**src/rtl/dwt_pkg.sv**
```systemverilog
// Shared DWT datapath definitions: widths, reconstruction FSM states and
// the 10-bit signed to 8-bit unsigned saturating clamp.
package dwt_pkg;
  localparam int PIX_W  = 8;
  localparam int COEF_W = 8;
  localparam int WIDE_W = COEF_W + 2;

  typedef enum logic [1:0] {IDLE, SEND_P1, SEND_P2} state_e;

  typedef struct packed {
    logic [PIX_W-1:0] pix;
    logic             sat;
  } sat_t;

  function automatic sat_t sat8(input logic signed [WIDE_W-1:0] v);
    sat_t r;
    if (v < 0) begin
      r.pix = '0;
      r.sat = 1'b1;
    end else if (v > $signed(WIDE_W'(255))) begin
      r.pix = '1;
      r.sat = 1'b1;
    end else begin
      r.pix = v[PIX_W-1:0];
      r.sat = 1'b0;
    end
    return r;
  endfunction
endpackage

```
**src/rtl/haar_butterfly.sv**
```systemverilog
// Combinational inverse Haar butterfly: p1 = a + d, p2 = a - d, both clamped
// to 8 bits with a per-pixel saturation flag.
module haar_butterfly
  import dwt_pkg::*;
(
  input  logic [COEF_W-1:0] a,
  input  logic [COEF_W-1:0] d,
  output logic [PIX_W-1:0]  p1,
  output logic [PIX_W-1:0]  p2,
  output logic              sat1,
  output logic              sat2
);
  logic signed [WIDE_W-1:0] a_x, d_x, sum, dif;
  sat_t r1, r2;

  // a is unsigned, d is two's complement; widen both before combining
  assign a_x = $signed({2'b00, a});
  assign d_x = $signed({{2{d[COEF_W-1]}}, d});
  assign sum = a_x + d_x;
  assign dif = a_x - d_x;

  assign r1   = sat8(sum);
  assign r2   = sat8(dif);
  assign p1   = r1.pix;
  assign p2   = r2.pix;
  assign sat1 = r1.sat;
  assign sat2 = r2.sat;
endmodule

```
**src/rtl/haar_inv_recon.sv**
```systemverilog
// Inverse 1-D Haar reconstruction: one coefficient pair in, two saturated
// pixels out, with an end-of-line marker every LINE_PAIRS pairs.
module haar_inv_recon
  import dwt_pkg::*;
#(
  parameter int LINE_PAIRS = 128
) (
  input  logic              clk,
  input  logic              rst_n,
  input  logic              coef_valid,
  output logic              coef_ready,
  input  logic [COEF_W-1:0] coef_a,
  input  logic [COEF_W-1:0] coef_d,
  output logic              pix_valid,
  input  logic              pix_ready,
  output logic [PIX_W-1:0]  pix_data,
  output logic              pix_eol,
  output logic              pix_sat
);
  localparam int CNT_W = $clog2(LINE_PAIRS);
  localparam logic [CNT_W-1:0] CNT_LAST = CNT_W'(LINE_PAIRS - 1);

  state_e           state_q, state_d;
  logic [PIX_W-1:0] p1_q, p1_d, p2_q, p2_d;
  logic             s1_q, s1_d, s2_q, s2_d;
  logic [CNT_W-1:0] pair_cnt_q, pair_cnt_d;

  logic [PIX_W-1:0] bf_p1, bf_p2;
  logic             bf_s1, bf_s2;
  logic             pix_hs, coef_hs;

  haar_butterfly u_bf (
    .a    (coef_a),
    .d    (coef_d),
    .p1   (bf_p1),
    .p2   (bf_p2),
    .sat1 (bf_s1),
    .sat2 (bf_s2)
  );

  // The SEND_P2 term lets a new pair land on the same edge p2 leaves,
  // which is what removes the bubble between pairs.
  assign coef_ready = rst_n && ((state_q == IDLE) ||
                                (state_q == SEND_P2 && pix_ready));
  assign coef_hs    = coef_valid && coef_ready;
  assign pix_hs     = pix_valid && pix_ready;

  always_comb begin
    pix_valid = 1'b0;
    pix_data  = '0;
    pix_sat   = 1'b0;
    pix_eol   = 1'b0;
    case (state_q)
      SEND_P1: begin
        pix_valid = 1'b1;
        pix_data  = p1_q;
        pix_sat   = s1_q;
      end
      SEND_P2: begin
        pix_valid = 1'b1;
        pix_data  = p2_q;
        pix_sat   = s2_q;
        pix_eol   = (pair_cnt_q == CNT_LAST);
      end
      default: ;
    endcase
  end

  always_comb begin
    state_d    = state_q;
    pair_cnt_d = pair_cnt_q;
    p1_d       = coef_hs ? bf_p1 : p1_q;
    p2_d       = coef_hs ? bf_p2 : p2_q;
    s1_d       = coef_hs ? bf_s1 : s1_q;
    s2_d       = coef_hs ? bf_s2 : s2_q;
    case (state_q)
      IDLE:    if (coef_hs) state_d = SEND_P1;
      SEND_P1: if (pix_hs) state_d = SEND_P2;
      SEND_P2: if (pix_hs) begin
        pair_cnt_d = (pair_cnt_q == CNT_LAST) ? '0 : pair_cnt_q + 1'b1;
        state_d    = coef_hs ? SEND_P1 : IDLE;
      end
      default: state_d = IDLE;
    endcase
  end

  always_ff @(posedge clk or negedge rst_n) begin
    if (!rst_n) begin
      state_q    <= IDLE;
      p1_q       <= '0;
      p2_q       <= '0;
      s1_q       <= 1'b0;
      s2_q       <= 1'b0;
      pair_cnt_q <= '0;
    end else begin
      state_q    <= state_d;
      p1_q       <= p1_d;
      p2_q       <= p2_d;
      s1_q       <= s1_d;
      s2_q       <= s2_d;
      pair_cnt_q <= pair_cnt_d;
    end
  end
endmodule

```
**config.mk**
```make
export PLATFORM = sky130hd
export DESIGN_NAME = haar_inv_recon
export DESIGN_NICKNAME = d
export VERILOG_FILES = /design/src/rtl/dwt_pkg.sv /design/src/rtl/haar_butterfly.sv /design/src/rtl/haar_inv_recon.sv
export SDC_FILE = /design/constraint.sdc
export NUM_CORES = 1
export LEC_CHECK = 0
export CORE_MARGIN = 1
export CORE_UTILIZATION = 51
export DETAILED_ROUTE_END_ITERATION = 10
export GPL_ROUTABILITY_DRIVEN = 0
export PLACE_DENSITY = 0.77
export REMOVE_ABC_BUFFERS = 1
export SETUP_SLACK_MARGIN = 0.5
export SYNTH_ARGS = -nofsm -noshare
export SYNTH_HDL_FRONTEND = slang
export SYNTH_SLANG_ARGS = --single-unit
```
**constraint.sdc**
```tcl
create_clock -name clk -period 2.2 [get_ports clk]
set_input_delay 0.22 -clock clk [delete_from_list [all_inputs] [get_ports clk]]
set_output_delay 0.22 -clock clk [all_outputs]
set_load 0.05 [all_outputs]
```
; Word-level counts from Yosys, hierarchy flattened
; Cells that the tools add are included.
; W data, S select, Z words.
[totals]
regBits = 27
romBits = 0
mem_count = 0
input_bits = 20
output_inout_bits = 12
mem_bits_rw = 0
latch_bits = 0
wordCells = 42
[classes]
n_bitwise = 0
addsub = 3
n_mux = 14
magnitude_cmp = 4
shift = 0
mul = 0
div_mod_pow = 0
reduce_logical = 9
eq_ne = 6
[op_table]
columns = operator, n
row1 = $mux W9, 4
row2 = $gt A10 B9 Y1 const B, 2
row3 = $lt A10 B1 Y1 const B, 2
row4 = $pmux W8 S2, 1
row5 = $add A9 B8 Y10, 1
row6 = $sub A9 B8 Y10, 1
row7 = $add A7 B1 Y7 const B, 1
row8 = $eq A7 B7 Y1 const B, 1
row9 = $mux W7, 1
row10 = $mux W2, 3
row11 = $ne A2 B2 Y1 const B, 3
row12 = $pmux W2 S3, 1
row13 = $logic_and A1 B1 Y1, 4
row14 = $mux W1, 3
row15 = $reduce_and A3 Y1, 1
row16 = $eq A2 B1 Y1 const B, 1
row17 = $eq A2 B2 Y1 const B, 1
row18 = $logic_not A2 Y1, 1
row19 = $pmux W1 S2, 1
row20 = $reduce_and A2 Y1, 1
row21 = $reduce_or A2 Y1, 1
row22 = $logic_or A1 B1 Y1, 1

; Longest topological paths before layout
[logic_depth]
depth_word = 8
mapped_depth = 10
depth_no_buf = 10

; Cells and area by module
; A second synthesis with hierarchy kept.
[hier_totals]
hier_cells = 281
hier_area_um2 = 2592.5
[modules_own_cells]
columns = mod, seq_area_each_um2, instances, area_each_um2, cells_per_inst
row1 = haar_inv_recon, 675.6, 1, 1366.3, 113
row2 = haar_butterfly, 0.0, 1, 1226.2, 168

; Worst setup path before layout
; No wires, ideal clock.
[synth_path]
path_type = input port to flip-flop
start = input coef_d[7]
end = register p1_q[6]
required_time_ns = 2.118
setup_ns = 0.082
stages = 10
setup_slack_ns = -0.221
n_path_buf = 2
arrival_time_ns = 2.339
cell_sequence = buf_2 inv_1 ha_1 buf_6 or3b_4 a2111oi_4 a311oi_2 or3_4 and2_4 a22oi_2
[synth_between]
elab_chain_cells = 4
elab_cells_between_ends = 5
cone_classes = add/sub (1) / order compare (2) / mux (2)
[synth_lines]
columns = element, line_no
row1 = from (decl), haar_inv_recon.sv:13  ; input logic [COEF_W-1:0] coef_d,
row2 = $add A9 B8 Y10 *, haar_butterfly.sv:19  ; assign sum = a_x + d_x;
row3 = $gt A10 B9 Y1, dwt_pkg.sv:20  ; end else if (v > $signed(WIDE_W'(255))) begin
row4 = $mux W9, dwt_pkg.sv:20
row5 = $mux W9 *, dwt_pkg.sv:17  ; if (v < 0) begin
row6 = to (signal assigned), haar_inv_recon.sv:97  ; p1_q <= p1_d;
row7 = to (decl), haar_inv_recon.sv:24  ; logic [PIX_W-1:0] p1_q, p1_d, p2_q, p2_d;
; Mark *: on every way between the ends. The rest lies on a longest branch, timed or not.
; A chain may end at the register's enable or synchronous reset.

; Worst setup path in the final report
[layout_path]
start = input coef_a[0]
end = register p2_q[2]
[layout_between]
elab_chain_cells = 4
elab_cells_between_ends = 5
cone_classes = add/sub (1) / order compare (2) / mux (2)
[layout_lines]
columns = element, line_no
row1 = from (decl), haar_inv_recon.sv:12  ; input logic [COEF_W-1:0] coef_a,
row2 = $sub A9 B8 Y10 *, haar_butterfly.sv:20  ; assign dif = a_x - d_x;
row3 = $gt A10 B9 Y1, dwt_pkg.sv:20
row4 = $mux W9, dwt_pkg.sv:20
row5 = $mux W9 *, dwt_pkg.sv:17
row6 = to (signal assigned), haar_inv_recon.sv:98  ; p2_q <= p2_d;
row7 = to (decl), haar_inv_recon.sv:24
; Marked as above.

==> impl_metrics.ini <==
[run_status]
outcome = complete, but fails checks
violations = negative setup slack

[clock_tree]
h-tree-depth = 1
cts_hold_buf = 0
cts_max_path_buffers = 2
tritoncts = done
cts_made_buffers = 3
cts_sinks = 27
cts_root_buffer = clkbuf_8
cts.reportedPaths.clkPinSlew_ps = 90
clkLatencyLatePin_ps = 280

[global_route]
grt_pass1_vias = 2942
grt_overflow = 0
antenna_found_initial = 0
track_usage_pct = 35.26
grt_first_pass_wirelength_mm = 14.17
grt_max_degree = 28

[timing]
max_freq_mhz = 439.8
period_share_pct = 103.4
worst_slew_pin_slew_ps = 394.7
rsz0062_at_grt = true
hold_viol = 0
relSlewSlack_pct = 73.59
skew_ps = 5.771
setup_viol_count_final = 1
finalWorstSetupSlack_ps = -73.76
finalSetupTns_ps = -73.76
finalCriticalPeriod_ps = 2274
slew_violations = 0
whs_ps = 410.6

[pwr]
switchingPower_w = 0.001688
p_per_area_nw_per_um2 = 909.3
combPwrFrac_pct = 69.9
ir_worst_vdd_mv = 0.5783
switching_share_pct = 43.99
intPower_w = 0.002149
power.leakage_nw = 1.806
clkPwrFrac_pct = 7.7
seqPwrFrac_pct = 22.5

[finish]
nNetsFinal = 461
nFillCells = 206
area_delta_synth_final_pct = 66.57
drive_gt1_share_pct = 52.77
n_antenna_cell = 0

[floorplanning]
die_h_um = 72.49
die_x_um = 72.49
coreArea_um2 = 4755
dieArea_um2 = 5254
initial_core_util_pct = 53.29
ioPinCount = 32
num_rows = 25

[logic_synthesis]
synth_seq_cells = 27
synthCells = 300
synth_compound_area_share_pct = 25.48
synth-simple-area-share_pct = 22.37
synth_top_area_cell = dfrtp_1
yosysTopAreaCellShare_pct = 26.67
synth_fa_ha_area_share_pct = 12.94
synth-edff-count = 0
seq_area_frac_synth_pct = 26.67
synth_top_family_by_area = compound AO/OA/AOI/OAI gates
yosysUniqueCellTypes = 57
ys_top_cells_by_area = dfrtp_1 27%, ha_1 11%, a21oi_1 4.0%
syn_avg_cell_area_um2 = 8.446
synth_flop_cell = dfrtp_1
syn_area_um2 = 2534
synth-xor-area-share_pct = 3.457
ys.warnings.count = 0
async_flop_share_pct = 100.0
synthMuxAreaShare_pct = 2.222

[detailed_routing]
ant_nets = 0
drc = 0
viasPerCell = 6.469
vias = 3118
dr.first_iter.drc_count = 338
drtPass1Iterations = 5
drt-wirelength-per-cell_um = 22.00
drt_wl_total_mm = 10.61

[place]
detailed_place_hpwl_mm = 5.460
port_buffers = 31

[setup_path]
path_max_fanout = 7
critPathCaptureType = register
critPathRequiredTime_ps = 2390
crit_path_start_kind = primary input
cp.arrival_ps = 2470
critPathKind = primary input to register

[run]
cap_viol_max_count = 0

[hold_path]
hp-class = primary input to register
-- flip-flops by register name (all words and copies together) (netlist names) --
| name | flops |
|---|---|
| p1_q | 8 |
| p2_q | 8 |
| state_q | 2 |
| s1_q | 1 |
| s2_q | 1 |
| pair_cnt_q | 7 |
-- through the flow --
| step | total power (W) | setup slack, ps | cells | cell area, um2 | utilization [%] |
|---|---|---|---|---|---|
| 3_5_place_dp | 0.002410 | -679.6 | 451 | 3420 | 71.92 |
| 2_1_floorplan | 0.001733 | -444.9 | 289 | 2450 | - |
| 5_1_grt | 0.003921 | -103.7 | 482 | 4220 | 88.76 |
| 4_1_cts | 0.003269 | 162.2 | 475 | 3996 | 84.05 |
| 6_report | 0.003837 | -73.76 | 482 | 4220 | 88.76 |
| 3_3_place_gp | 0.002345 | -597.1 | 451 | 3420 | 71.92 |
-- synthesized netlist by cell type (3+ instances only) --
cell      count
nor3_1        5
o21ai_0      14
a22oi_1       9
buf_6         4
o21bai_1      3
and3_1        5
xnor2_1       8
nand3_1       6
a22oi_2       5
clkbuf_1      3
a21oi_1      20
o21ai_1       3
nand4_1       3
inv_1        23
nand2b_1      5
nand2_1      26
a211oi_1      5
o211ai_1      3
buf_2         3
a31oi_1       5
nor2b_1      13
ha_1         23
dfrtp_1      27
and2_1        5
nor2_1       26
a21o_1        5
or3_1         3
-- layer usage --
layer | up-vias | part of all wire (%) | global-route usage, %
met5 | - | 0 | 0
met4 | 0 | 7.7 | 17.86
met3 | 95 | 8.7 | 4.722
met2 | 256 | 47 | 62.72
met1 | 1466 | 36 | 41.33
li1 | 1301 | - | -
-- cell families (layout without fill, tap and decap cells) --
kind of cell | Yosys count | in the layout
AND/OR/NAND/NOR | 110 | 110
AO/OA/AOI/OAI | 88 | 88
buffers and inverters | 35 | 150
flip-flops | 27 | 27
adder cells (fa/ha/maj) | 25 | 25
XOR/XNOR | 10 | 10
multiplexers | 5 | 5
-- power groups by stage --
stage	logic [W]	registers (W)	clock network [W]
6_report	0.00268	0.000862	0.000294
5_1_grt	0.00275	0.000866	0.000306
4_1_cts	0.00216	0.000824	0.000280
3_5_place_dp	0.00160	0.000810	0
3_3_place_gp	0.00155	0.000797	0
2_1_floorplan	0.000965	0.000768	0
-- worst paths after layout --
kind,startpoint,to,slack [ps],cells past startpoint
min reg2reg,pair_cnt_q[6],pair_cnt_q[6],490,1
min in group asynchronous,rst_n,state_q[0],550,3
max in group asynchronous,rst_n,state_q[1],1370,3
min,coef_d[0],p1_q[0],410,4
max,coef_a[0],p2_q[2],-70,12
max reg2reg,state_q[1],p1_q[3],20,8
-- critical path: stages --
cell and delay [ps]:
buf_6 110, inv_4 60, ha_4 140, inv_2 40, fa_2 350, a21o_1 190
a21o_1 230, a311oi_2 230, buf_4 210, nor2_1 90, or3_1 370, a31oi_1 200
-- final cells by class --
| type | count | area, um2 | share of cell area (%) |
|---|---|---|---|
| clock buffers | 4 | 45.04 | 1.067 |
| inverters | 24 | 95.09 | 2.253 |
| repair buffers | 122 | 1152 | 27.31 |
| well taps | 67 | 83.83 | 1.986 |
| flip-flops and latches | 27 | 676.9 | 16.04 |
| multi-input cells | 238 | 2167 | 51.35 |
-- placed cells by master (no fill, tap or decap), types with 4 or more instances in the layout --
| cell | synthesis | layout |
|---|---|---|
| buf_4 | 0 | 75 |
| dfrtp_1 | 27 | 26 |
| nand2_1 | 26 | 25 |
| nor2_1 | 26 | 21 |
| a22oi_2 | 5 | 14 |
| a21oi_1 | 20 | 14 |
| buf_6 | 4 | 14 |
| inv_2 | 1 | 13 |
| ha_4 | 0 | 12 |
| buf_12 | 0 | 12 |
| o21ai_1 | 3 | 10 |
| inv_1 | 23 | 9 |
| ha_1 | 23 | 9 |
| nor2b_4 | 0 | 7 |
| clkbuf_2 | 0 | 7 |
| nand3_1 | 6 | 6 |
| xnor2_1 | 8 | 6 |
| a21oi_2 | 0 | 5 |
| nor2_2 | 0 | 5 |
| a21o_1 | 5 | 5 |
| and3_1 | 5 | 5 |
| o21ai_0 | 14 | 5 |
| a31oi_1 | 5 | 5 |
| nor2b_1 | 13 | 4 |
| nand2b_1 | 5 | 4 |
| nor3_2 | 0 | 4 |
-- timing repair --
| item | CTS | global route |
|---|---|---|
| gates resized for setup | 133 | 55 |
| pin swaps | 40 | 17 |
| endpoints found under the hold margin | 0 | 0 |
| endpoints found under the setup margin | 31 | 34 |
| gates cloned | 1 | 1 |
| buffers inserted | 19 | 6 |
(Power assumes the default switching activity.)
